--- src/rtl/controller_poller.sv ---
// Polls both serial controller ports on each start pulse; start-to-valid is 17*PulseCycles+1 cycles.
// A start seen while busy is dropped; button outputs change only in the single DONE cycle.
module controller_poller #(
  parameter int PulseCycles = 6
) (
  input  logic       clk_1,
  input  logic       rst,
  input  logic       start,
  output logic       controller_latch,
  output logic       controller_clk,
  input  logic       controller_1_data_in_B,
  input  logic       controller_2_data_in_B,
  output logic [7:0] controller_1_buttons_out,
  output logic [7:0] controller_2_buttons_out,
  output logic       busy,
  output logic       valid
);

  if (PulseCycles < 2) begin : g_param_check
    $error("controller_poller: PulseCycles must be at least 2");
  end

  localparam int PhW = $clog2(PulseCycles);
  localparam logic [PhW-1:0] PhLast = PhW'(PulseCycles - 1);

  typedef enum logic [2:0] {
    S_IDLE,
    S_LATCH,
    S_CLK_LOW,
    S_CLK_HIGH,
    S_DONE
  } state_t;

  state_t         state;
  state_t         state_nxt;
  logic [PhW-1:0] phase;
  logic [2:0]     bit_idx;
  logic           phase_last;
  logic [1:0]     sync_1;
  logic [1:0]     sync_2;
  logic [7:0]     shift_1;
  logic [7:0]     shift_2;
  logic           latch_nxt;
  logic           clk_nxt;
  logic           busy_nxt;
  logic           valid_nxt;

  assign phase_last = (phase == PhLast);

  // Controller data is asynchronous to clk_1.
  always_ff @(posedge clk_1 or posedge rst) begin
    if (rst) begin
      sync_1 <= '0;
      sync_2 <= '0;
    end else begin
      sync_1 <= {sync_1[0], controller_1_data_in_B};
      sync_2 <= {sync_2[0], controller_2_data_in_B};
    end
  end

  always_ff @(posedge clk_1 or posedge rst) begin
    if (rst) begin
      state <= S_IDLE;
    end else begin
      state <= state_nxt;
    end
  end

  always_comb begin
    state_nxt = state;
    case (state)
      S_IDLE:     if (start) state_nxt = S_LATCH;
      S_LATCH:    if (phase_last) state_nxt = S_CLK_LOW;
      S_CLK_LOW:  if (phase_last) state_nxt = S_CLK_HIGH;
      S_CLK_HIGH: if (phase_last) state_nxt = (bit_idx == 3'd7) ? S_DONE : S_CLK_LOW;
      S_DONE:     state_nxt = S_IDLE;
      default:    state_nxt = S_IDLE;
    endcase
  end

  always_ff @(posedge clk_1 or posedge rst) begin
    if (rst) begin
      phase   <= '0;
      bit_idx <= '0;
      shift_1 <= '0;
      shift_2 <= '0;
    end else begin
      if (state == S_IDLE || state_nxt != state) begin
        phase <= '0;
      end else begin
        phase <= phase + PhW'(1);
      end

      if (state == S_IDLE) begin
        bit_idx <= '0;
      end else if (state == S_CLK_HIGH && phase_last && bit_idx != 3'd7) begin
        bit_idx <= bit_idx + 3'd1;
      end

      // Sample at the end of the low phase, just before the rising edge advances the pads.
      if (state == S_CLK_LOW && phase_last) begin
        shift_1 <= {shift_1[6:0], ~sync_1[1]};
        shift_2 <= {shift_2[6:0], ~sync_2[1]};
      end
    end
  end

  // Outputs decode the next state so the registered pins line up with the state they describe.
  always_comb begin
    latch_nxt = (state_nxt == S_LATCH);
    clk_nxt   = (state_nxt != S_CLK_LOW);
    busy_nxt  = (state_nxt != S_IDLE);
    valid_nxt = (state_nxt == S_DONE);
  end

  always_ff @(posedge clk_1 or posedge rst) begin
    if (rst) begin
      controller_latch         <= 1'b0;
      controller_clk           <= 1'b1;
      busy                     <= 1'b0;
      valid                    <= 1'b0;
      controller_1_buttons_out <= 8'h00;
      controller_2_buttons_out <= 8'h00;
    end else begin
      controller_latch <= latch_nxt;
      controller_clk   <= clk_nxt;
      busy             <= busy_nxt;
      valid            <= valid_nxt;
      if (valid_nxt) begin
        controller_1_buttons_out <= shift_1;
        controller_2_buttons_out <= shift_2;
      end
    end
  end

endmodule

--- config.mk ---
export PLATFORM = sky130hd
export DESIGN_NAME = controller_poller
export DESIGN_NICKNAME = d
export VERILOG_FILES = /design/src/rtl/controller_poller.sv
export SDC_FILE = /design/constraint.sdc
export NUM_CORES = 1
export LEC_CHECK = 0
export CAP_MARGIN = 20
export CELL_PAD_IN_SITES_DETAIL_PLACEMENT = 1
export CELL_PAD_IN_SITES_GLOBAL_PLACEMENT = 1
export CORE_MARGIN = 3
export CORE_UTILIZATION = 48
export DETAILED_ROUTE_END_ITERATION = 8
export GPL_ROUTABILITY_DRIVEN = 0
export PLACE_DENSITY_LB_ADDON = 0.08
export SLEW_MARGIN = 20
export SYNTH_ARGS = -nofsm -noshare
export SYNTH_HDL_FRONTEND = slang
export SYNTH_SLANG_ARGS = --single-unit
--- constraint.sdc ---
create_clock -name clk_1 -period 4.95 [get_ports clk_1]
set_clock_uncertainty 0.2 [all_clocks]
set_input_delay 0.7425 -clock clk_1 [delete_from_list [all_inputs] [get_ports clk_1]]
set_output_delay 0.7425 -clock clk_1 [all_outputs]
set_load 0.02 [all_outputs]
==> summary.md <==
| Metric | Value |
|---|---|
| Resized cells post-CTS | `0` |
| Final Hold Vio Count | `0` |
| Worst hold-check path type | `register to register` |
| Post-CTS Setup Repair Bufs | `0` |
| Reg-to-Reg Start | `phase[1]` |
| Clk buf depth | `2` |
| Final period util | `0.4931` |
| Data required, critical path | `4.95 ns` |
| Gate count after technology mapping | `130` |
| Worst setup path category | `register to register` |
| VDD IR max | `173.4 µV` |
| Area occupied by multi-input gates | `669.4 µm²` |
| Placed Cells | `196` |
| Fmax | `0.4097 GHz` |
| Worst setup endpoint | `shift_1[6]` |
| Drt drc | `0` |
| Relative slew slack | `0.3652` |
| FF-to-FF setup slack | `2.51 ns` |
| CP Launch Point | `phase[1]` |
| N_diodes | `0` |
| Vias per Instance | `5.314` |
| MaxCap Viol Count | `0` |
| Seq/Total Area, Yosys | `0.6201` |
| Post-route ant nets | `0` |
| Clk root buf | `clkbuf_8` |
| Worst Tran Pin Value | `0.9512 ns` |
| Die width | `70.22 µm` |
| Iter 0 DRT Violations | `91` |
| Number of distinct library cells after synthesis | `25` |
| Worst endpoint data arrival time | `2.44 ns` |
| RR Endpoint | `shift_1[6]` |
| P per Cell Area | `284.4 mW/mm²` |
| Routed vias | `1084` |
| Port bufs | `24` |
| Startpoint Class | `register` |
| Count of final setup violators | `0` |
| Initial antenna violation count | `0` |
| CP endpoint kind | `register` |
| Total Wirelength | `3502 µm` |
| CTS tree | `built` |
| Pleak | `0.001057 µW` |
| Total chip power | `656.2 µW` |
| TritonCTS Buffers | `5` |
| Yosys reg bits | `49` |
| Die Ht | `70.22 µm` |
| CTS H-tree lvls | `2` |
| Register clock-pin slew on the reported worst setup and hold paths | `0.09 ns` |
| Layout Nets | `164` |
| Clk Latency, worst-skew pair | `0.31 ns` |
| Post-detail-place hpwl | `2373 µm` |
| Crit Path Max Fanout | `16` |
| Post-synthesis cell area | `0.001979 mm²` |
| Core Area | `0.003826 mm²` |
| Setup TNS | `0 ns` |
| Row cnt | `22` |
| Vias in the first global route | `1185` |
| Status | `finished, final reports clean` |
| Reg area | `0.001227 mm²` |
| Max-slew violations | `0` |
| Global-route wire length before repair | `5968 µm` |
| CTS sink cnt | `49` |
| Hold-fix buffers at CTS | `0` |
| Initial core utilization | `0.5173` |
| Total gr overflow | `0` |
| Overall Global Routing Usage | `0.1622` |
| Synth Area per Inst | `15.23 µm²` |
| 1st-pass router iterations | `2` |
| Min Tclk post-route | `2.441 ns` |
| Final hold slack | `0.1607 ns` |
| Die area | `0.004930 mm²` |
| IO Pins | `25` |
| Pin count of the biggest net entering global routing | `50` |
| Dominant cell type by area after synthesis | `dfrtp_1` |
| Mean routed wirelength per cell | `17.17 µm` |
| R2R cell count | `5` |
| Syn_nets | `139` |
| Unrepaired setup endpoints after global routing | `no` |
| Non-Filler Instances | `204` |
| Fill count | `352` |
| Yosys top cell area share | `0.6068` |
| Layout cell share with drive strength beyond 1 | `0.2885` |
| Top post-synthesis cells by area | `dfrtp_1, mux2_2, mux2_4` |
| Synth-to-Final Area Change | `16.56%` |
| Yosys warns | `0` |
-- cells by family after synthesis --
kind of cell | after synthesis | synth area share
muxes | 37 | 0.2212
buffers and inverters | 12 | 0.04172
AOI/OAI and AO/OA | 5 | 0.01960
DFF | 49 | 0.6201
and+or+nand+nor | 23 | 0.07207
adders and majority gates | 4 | 0.02529
-- synth_stat cells --
master and count:
nor3b_4 1, buf_2 2, or3_1 2, a21bo_2 1
nor2_2 1, mux2_4 8, a31oi_1 1, o21ai_0 1
dfstp_2 1, a2111oi_0 2, inv_1 6, dfrtp_1 48
or3b_2 1, mux2i_1 7, ha_1 4, nor3_1 4
mux2_2 22, buf_12 1, nand3_1 2, buf_6 2
nor2_1 5, nand3b_4 1, buf_4 1, nand2_1 5
nand4b_1 1
-- area by class of cell --
type / count / area share
Clock buffer: 5 / 0.02983
Clock inverter: 3 / 0.007592
Inverter: 6 / 0.01030
Multi-Input combinational cell: 69 / 0.2901
Sequential cell: 49 / 0.5320
Tap cell: 48 / 0.02603
Timing Repair Buffer: 24 / 0.1041
-- worst min path at each step --
stage / startpoint / to / slack, ns / depth (start not counted)
global route: sync_2[0] / sync_2[1] / 0.18 / 0
CTS: sync_1[0] / sync_1[1] / 0.16 / 0
finish: sync_1[0] / sync_1[1] / 0.16 / 0
floorplan: sync_1[0] / sync_1[1] / 0.13 / 0
global placement: sync_1[0] / sync_1[1] / 0.14 / 0
detailed placement: sync_1[0] / sync_1[1] / 0.14 / 0
-- placed cells by master (no fill, tap or decap), drive strengths merged --
| master | instances |
|---|---|
| dfrtp | 48 |
| mux2 | 30 |
| clkdlybuf4s50 | 24 |
| mux2i | 7 |
| nor2 | 6 |
| inv | 5 |
| nand2 | 5 |
| clkbuf | 5 |
| nor3 | 4 |
| ha | 4 |
| clkinv | 3 |
| nand3 | 2 |
| or3 | 2 |
| a2111oi | 2 |
| nand3b | 1 |
| nor3b | 1 |
| a21bo | 1 |
| nand4b | 1 |
| or3b | 1 |
| a31oi | 1 |
| o21ai | 1 |
| clkinvlp | 1 |
| dfstp | 1 |
-- registers in the layout, indices dropped and copies added (netlist names) --
signal and cells:
phase 3, controller_clk 1, state 3, shift_1 8
controller_latch 1, valid 1, controller_2_buttons_out 8, sync_1 2
bit_idx 3, shift_2 8, sync_2 2, busy 1
controller_1_buttons_out 8
-- layer usage --
metal / GRT usage / wire length [µm]
met4: 0.09574 / 88
met2: 0.2497 / 1697
met5: 0 / 0
met3: 0.04604 / 150
met1: 0.2030 / 1565
-- report_power, final --
| group | switching [µW] | internal (µW) |
|---|---|---|
| clock | 134 | 97.6 |
| combinational | 9.15 | 6.35 |
| sequential | 3.85 | 405 |
-- critical path, cell delays in order, from the launching register on --
cell and delay, ns:
dfrtp_1 0.40, inv_1 0.06, ha_1 0.30, nand3b_4 0.15, nor3b_4 0.80, mux2_2 0.42
-- stage by stage --
step	utilization	setup slack [ns]	instance area [µm²]
global route	0.6030	2.363	2307
global placement	0.5801	2.609	2220
finish	0.6030	2.509	2307
CTS	0.6027	2.500	2306
floorplan	-	2.836	1979
detailed placement	0.5801	2.496	2220
Note: power is estimated with default switching activity, not from simulation.
